## config.mk

```make
export PLATFORM = sky130hd
export DESIGN_NAME = stall_ctrl
export DESIGN_NICKNAME = d
export VERILOG_FILES = /design/src/rtl/stall_ctrl_pkg.sv /design/src/rtl/stall_ctrl_mc_seq.sv /design/src/rtl/stall_ctrl.sv
export SDC_FILE = /design/constraint.sdc
export NUM_CORES = 1
export LEC_CHECK = 0
export ABC_AREA = 0
export BUFFER_PORTS_ARGS = -buffer_cell sky130_fd_sc_hd__clkbuf_2
export CORE_ASPECT_RATIO = 0.8
export CORE_UTILIZATION = 30
export DETAILED_ROUTE_END_ITERATION = 12
export GPL_TIMING_DRIVEN = 0
export HOLD_SLACK_MARGIN = 0.03
export SLEW_MARGIN = 10
export SYNTH_ARGS = -nofsm -noshare
export SYNTH_HDL_FRONTEND = slang
export SYNTH_SLANG_ARGS = --single-unit
```

## constraint.sdc

```tcl
create_clock -name clk -period 5.3 [get_ports clk]
set_clock_uncertainty 0.15 [all_clocks]
set_input_delay 0.53 -clock clk [delete_from_list [all_inputs] [get_ports clk]]
set_output_delay 0.53 -clock clk [all_outputs]
set_load 0.03 [all_outputs]
```

## src/rtl/stall_ctrl_pkg.sv

```systemverilog
// Shared stall encodings and multi-cycle sequencer state codes for the core's
// pipeline stall controller.
package stall_ctrl_pkg;

  localparam logic Stop   = 1'b1;
  localparam logic NoStop = 1'b0;

  // bit0 PC, bit1 IF, bit2 ID, bit3 EX, bit4 MEM, bit5 WB
  localparam logic [5:0] STALL_NONE = 6'b000000;
  localparam logic [5:0] STALL_IF   = 6'b000011;
  localparam logic [5:0] STALL_ID   = 6'b000111;
  localparam logic [5:0] STALL_EX   = 6'b001111;
  localparam logic [5:0] STALL_MEM  = 6'b011111;

  localparam logic [1:0] ST_IDLE = 2'd0;
  localparam logic [1:0] ST_BUSY = 2'd1;
  localparam logic [1:0] ST_DONE = 2'd2;

endpackage

```

## src/rtl/stall_ctrl_mc_seq.sv

```systemverilog
// Multi-cycle EX sequencer: IDLE/BUSY/DONE with a countdown loaded at start.
// DONE is held while MEM stalls so the result strobe is not lost.
module mc_seq
  import stall_ctrl_pkg::*;
#(
  parameter int CNT_W = 6
) (
  input  logic             clk,
  input  logic             rst,
  input  logic             start,
  input  logic [CNT_W-1:0] len,
  input  logic             flush,
  input  logic             mem_stop,
  output logic             busy,
  output logic             done,
  output logic             ex_req
);

  logic [1:0]       state, state_nx;
  logic [CNT_W-1:0] cnt, cnt_nx;

  always_comb begin
    state_nx = state;
    cnt_nx   = cnt;
    case (state)
      ST_IDLE: if (start) begin
        state_nx = ST_BUSY;
        cnt_nx   = (len == '0) ? '0 : len - CNT_W'(1);
      end
      ST_BUSY: begin
        // Countdown keeps running under a MEM stall; only flush/reset stop it.
        if (cnt == '0) state_nx = ST_DONE;
        else           cnt_nx   = cnt - CNT_W'(1);
      end
      ST_DONE: if (!mem_stop) state_nx = ST_IDLE;
      default: state_nx = ST_IDLE;
    endcase
    if (flush) begin
      state_nx = ST_IDLE;
      cnt_nx   = '0;
    end
  end

  always_ff @(posedge clk or negedge rst) begin
    if (!rst) begin
      state <= ST_IDLE;
      cnt   <= '0;
    end else begin
      state <= state_nx;
      cnt   <= cnt_nx;
    end
  end

  assign busy   = (state == ST_BUSY);
  assign done   = (state == ST_DONE);
  assign ex_req = ((state == ST_IDLE) && start) || (state == ST_BUSY);

endmodule

```

## src/rtl/stall_ctrl.sv

```systemverilog
// Pipeline stall controller: priority merge of IF/ID/EX/MEM stall requests,
// flush override, multi-cycle EX sequencing and a saturating stall counter.
module stall_ctrl
  import stall_ctrl_pkg::*;
#(
  parameter int CNT_W  = 6,
  parameter int PERF_W = 32
) (
  input  logic              clk,
  input  logic              rst,
  input  logic              stallreq_from_if,
  input  logic              stallreq_from_id,
  input  logic              stallreq_from_mem,
  input  logic              ex_mc_start,
  input  logic [CNT_W-1:0]  ex_mc_len,
  input  logic              flush,
  input  logic              perf_clr,
  output logic [5:0]        stall,
  output logic              ex_mc_busy,
  output logic              ex_mc_done,
  output logic [PERF_W-1:0] stall_cycles
);

  logic ex_req;

  mc_seq #(.CNT_W(CNT_W)) u_mc_seq (
    .clk      (clk),
    .rst      (rst),
    .start    (ex_mc_start),
    .len      (ex_mc_len),
    .flush    (flush),
    .mem_stop (stall[4] == Stop),
    .busy     (ex_mc_busy),
    .done     (ex_mc_done),
    .ex_req   (ex_req)
  );

  // Requests are gated during reset so nothing leaks out before the FSM is live.
  always_comb begin
    stall = STALL_NONE;
    if (!rst || flush)          stall = {6{NoStop}};
    else if (stallreq_from_mem) stall = STALL_MEM;
    else if (ex_req)            stall = STALL_EX;
    else if (stallreq_from_id)  stall = STALL_ID;
    else if (stallreq_from_if)  stall = STALL_IF;
  end

  always_ff @(posedge clk or negedge rst) begin
    if (!rst)
      stall_cycles <= '0;
    else if (perf_clr)
      stall_cycles <= '0;
    else if ((stall[0] == Stop) && (stall_cycles != '1))
      stall_cycles <= stall_cycles + PERF_W'(1);
  end

endmodule

```

== Word-level counts from Yosys, hierarchy flattened ==
Index checks and enable logic that the tools add are counted.
Widths: inputs -> output; s select.

* Memory bits (writable): 0
* Latch bits: 0
* Flip-flop bits (word level): 40
* Bits of input ports: 14
* Word-level logic and storage cells: 42
* Memories: 0
* Output and inout port bits: 40
* ROM bits: 0

* Order comparisons: 0
* Div/mod/pow operators: 0
* Equality and inequality tests: 7
* Add/sub/neg operators: 3
* Multiply operators: 0
* Multiplexer cells: 17
* Reduce and logical (&&, ||, !) cells: 12
* Shift operators: 0
* Bitwise logic cells: 0

{| class="wikitable"
|+ Operators with widths
! kind !! number
|-
| $mux 32 || 2
|-
| $mux 6 || 6
|-
| $add 32x1->32 const B || 1
|-
| $ne 32x32->1 const B || 1
|-
| $logic_not 6->1 || 2
|-
| $pmux 6 s2 || 1
|-
| $sub 6x1->6 const B || 2
|-
| $mux 2 || 5
|-
| $ne 3x3->1 const B || 3
|-
| $pmux 2 s3 || 1
|-
| $reduce_and 3->1 || 2
|-
| $mux 4 || 1
|-
| $mux 3 || 1
|-
| $ne 3x2->1 const B || 1
|-
| $reduce_bool 3->1 || 1
|-
| $eq 2x1->1 const B || 1
|-
| $eq 2x2->1 const B || 1
|-
| $logic_and 1x1->1 || 2
|-
| $logic_not 2->1 || 1
|-
| $logic_or 1x1->1 || 2
|-
| $reduce_bool 2->1 || 1
|-
| $logic_not 1->1 || 1
|}

== Logic depth before layout (Yosys ltp) ==
* Word-level depth: 9
* Depth in mapped cells: 10
* Depth with buffers taken out: 7

== By module ==
From an unflattened synthesis, not the netlist that was laid out.

* Cells, all modules: 281
* Area total of the unflattened synthesis: 2542.4 sq um

{| class="wikitable"
|+ Modules (own cells, without submodules)
! module !! cells each !! seq. area each (sq um) !! area an instance (sq um) !! times used
|-
| stall_ctrl || 204 || 800.8 || 1886.8 || 1
|-
| mc_seq || 77 || 200.2 || 655.6 || 1
|}

== Worst setup path after synthesis ==
No wires, ideal clock.

* Kind: input to register
* Start point: input flush
* End point: register stall_cycles[6]
* Slack: 2.655 ns
* Data arrival time: 2.370 ns
* Required time: 5.025 ns
* Setup time: 0.125 ns
* Buffers on the path: 2
* Stages: 6
* Cells stage by stage: clkbuf_1 nand2b_1 a21oi_2 clkbuf_1 nor4bb_1 mux2_2

* Cells in the longest elaborated chain, start to end: 4

{| class="wikitable"
|+ RTL lines
! item !! line !! text
|-
| from (decl) || stall_ctrl.sv:16 || <nowiki>input logic flush,</nowiki>
|-
| $logic_or 1x1->1 || stall_ctrl.sv:41 || <nowiki>if (!rst || flush) stall = {6{NoStop}};</nowiki>
|-
| $mux 6 || stall_ctrl.sv:41 ||
|-
| named net stall[0] || stall_ctrl.sv:18 || <nowiki>output logic [5:0] stall,</nowiki>
|-
| $logic_and 1x1->1 || stall_ctrl.sv:53 || <nowiki>else if ((stall[0] == Stop) && (stall_cycles != '1))</nowiki>
|-
| $reduce_bool 2->1 (no line) || -- ||
|-
| to (signal assigned) || stall_ctrl.sv:54 || <nowiki>stall_cycles <= stall_cycles + PERF_W'(1);</nowiki>
|-
| to (decl) || stall_ctrl.sv:21 || <nowiki>output logic [PERF_W-1:0] stall_cycles</nowiki>
|}

The timed path passes the listed nets, and every way through them passes these cells.
A chain may end at the register's enable or synchronous reset.

== Worst setup path after layout ==
* Start point: input rst
* End point: output stall[1]

* Cells in the longest elaborated chain, start to end: 3

{| class="wikitable"
|+ RTL lines
! item !! line !! text
|-
| from (decl) || stall_ctrl.sv:10 || <nowiki>input logic rst,</nowiki>
|-
| $logic_not 1->1 (no line) || -- ||
|-
| $logic_or 1x1->1 || stall_ctrl.sv:41 ||
|-
| $mux 6 || stall_ctrl.sv:41 ||
|-
| to (decl) || stall_ctrl.sv:18 ||
|}

No other way between the ends.

==> flow_metrics.py <==
metrics = {
    "final_layout": {
        "n_antenna_cell": 0,
        "nets": 365,
        "drive_gt1_share_pct": 21.7,
        "post-route-util_pct": 37.2,
        "multi_input_area_mm2": 0.00137,
        "layout.cell_area.non_filler_mm2": 0.00298,
        "fillers": 833,
        "area_growth_pct": 18.4,
        "seq_area_mm2": 0.00100,
    },
    "logic_synthesis": {
        "synth_most_common_cell": "dfrtp_1",
        "ys_seq_area_share_pct": 39.7,
        "synth_edf_count": 0,
        "avgSynthCellArea_um2": 8.72,
        "synth_area_leaders": "dfrtp_1, a21oi_1, o31ai_1",
        "synth_seq_cells": 40,
        "netlist_instances": 289,
        "post-synth-top-area-fraction_pct": 39.7,
        "ys_types": 47,
        "netlist_area_mm2": 0.00252,
        "ys_top_cells_by_count": "dfrtp_1, a21oi_1, nand2_1",
        "synth_warnings": 0,
        "synth-main-ff-cell": "dfrtp_1",
        "synth_nets": 308,
        "yosysTopAreaCell": "dfrtp_1",
        "ys_async_sr_fraction_pct": 100,
    },
    "clock_tree": {
        "cts_setup_buffers": 0,
        "ctsResizeCount": 0,
        "clock_latency_ps": 310,
        "clk_pin_slew_ps": 90,
        "h-tree-depth": 2,
        "clock_sinks": 40,
        "ctsLongestPathBuffers": 2,
        "cts_tree": "yes",
        "clockRootBuffer": "clkbuf_8",
        "cts_buffers": 5,
        "ctsHoldBuffers": 0,
    },
    "worst_setup_path": {
        "rrSetupSlack_ps": 2510,
        "crit_family": "buffers and inverters",
        "worstPathArrival_ps": 2940,
        "worstSetupEndpointType": "primary output",
        "r2r_end": "stall_cycles[17]",
        "cp.required_ps": 4620,
        "cp_common_cell": "clkbuf_2",
        "rr_worst_depth": 8,
        "path_class": "in2out",
        "reg2reg_from": "stall_cycles[0]",
        "worst_path_max_delay_cell": "clkbuf_2",
        "start_kind": "input pin",
        "path_cells": "clkbuf_2 > nand2b_1 > a21oi_2 > clkbuf_1 > buf_4 > clkbuf_2",
        "cp_max_fo": 42,
        "cp-startpoint": "rst",
        "slowest_delay_ps": 790,
        "path_buf_inv": 4,
    },
    "detailed_routing": {
        "via_per_inst": 5.36,
        "ant_nets": 0,
        "finalWirelength_um": 6610,
        "first_pass_iters": 4,
        "num_vias": 2432,
        "drtIter0Drc": 132,
        "wl_per_cell_um": 14.6,
        "drc": 0,
    },
    "sta": {
        "setup_tns_ps": 0,
        "period_needed_ps": 3620,
        "hold_viol": 0,
        "period_share_pct": 68.3,
        "slew_violations": 0,
        "worstMarginPinSlew_ps": 1080,
        "fin_ws_ps": 1680,
        "hold_ws_ps": 263,
        "rsz0062_at_grt": "no",
        "maxSlewHeadroom_pct": 27.9,
        "finalSetupViolCount": 0,
        "fmax_mhz": 276,
    },
    "floorplan": {
        "dieArea_mm2": 0.00877,
        "fp.dieH_um": 84.0,
        "ios": 54,
        "die_w_um": 104,
        "initial_core_util_pct": 31.4,
        "rows": 29,
        "coreArea_mm2": 0.00802,
    },
    "pwr": {
        "p_per_area_mw_per_mm2": 219,
        "ir_drop_mv": 0.0940,
        "leakage_uw": 0.00123,
    },
    "placement": {
        "place_area_mm2": 0.00290,
        "port_buffers": 50,
        "place_hpwl_um": 4820,
        "globalplace.congestion": 0.789,
        "pre_cts_ws_ps": 1560,
    },
    "grt": {
        "grt_overflow_total": 0,
        "grt_pass1_wl_um": 11000,
        "antenna_found_initial": 0,
        "track_usage_pct": 15.5,
        "grt_max_degree": 43,
        "grt_pass1_vias": 2233,
    },
    "flow_run": {
        "drv_cap": 0,
    },
    "status": {
        "status": "complete, no violations",
    },
    "worst_hold_path": {
        "min_path_type": "in2async",
    },
}
-- through the flow --
stage / power (uW) / instances
6_report: 654 / 454
5_1_grt: 694 / 454
4_1_cts: 661 / 454
3_5_place_dp: 460 / 447
3_3_place_gp: 458 / 447
2_1_floorplan: 421 / 289
-- routing by layer --
layer	global-route usage (%)	wire length, um
met1	22.7	3270
met2	21.4	2760
met3	4.68	515
met4	4.94	63
met5	0	0
-- cell type report --
cell class	instances	share of cell area, %
multi-input cells	221	46.0
flip-flops and latches	40	33.6
repair buffers	50	8.39
well taps	108	4.53
plain buffers	16	3.44
clock buffers	6	2.43
inverters	12	1.51
clock inverters	1	0.168
-- how the worst max path moves through the flow --
stage | to | cells after the start
floorplan | stall_cycles[6] | 6
global placement | stall[1] | 6
detailed placement | stall[1] | 6
CTS | stall[1] | 6
global route | stall[1] | 6
finish | stall[1] | 6
-- cells by family (layout without fill, tap and decap cells) --
logic type      after synthesis  count (layout)  synth area share [%]
other cells                   1               1                 0.149
flops                        40              40                  39.7
compound gates               75              75                  18.4
buf+inv                      28              85                  5.86
xor+xnor                      3               3                  1.04
fa+ha+maj                     5               5                  2.48
simple gates                130             130                  29.3
mux                           7               7                  3.03
-- power breakdown --
part,total (uW),internal (uW),switching [uW]
sequential,328,317,11.4
clock,200,89.7,111
combinational,125,45.4,80.1
-- sequential cells by signal (all words and copies together), names as in the netlist --
register,cells
stall_cycles,32
u_mc_seq.cnt,6
u_mc_seq.state,2
-- placed cells by master, fill, tap and decap left out, drive strengths merged, types with 2 or more instances in the layout --
cell type / count
a32o: 2
nor2: 19
a211oi: 3
and3: 3
and2: 2
xnor2: 2
or3: 13
or2: 2
clkinv: 2
mux2: 5
nor3: 9
a21oi: 29
buf: 8
clkbuf: 64
nand2b: 4
mux2i: 2
nor2b: 7
o31ai: 14
nand3: 13
o22ai: 4
dfrtp: 40
o21ai: 14
ha: 5
and4: 3
nor4bb: 2
nor3b: 3
nand4: 11
o21bai: 2
inv: 11
or4: 14
nand2: 23
(Power assumes the default switching activity.)
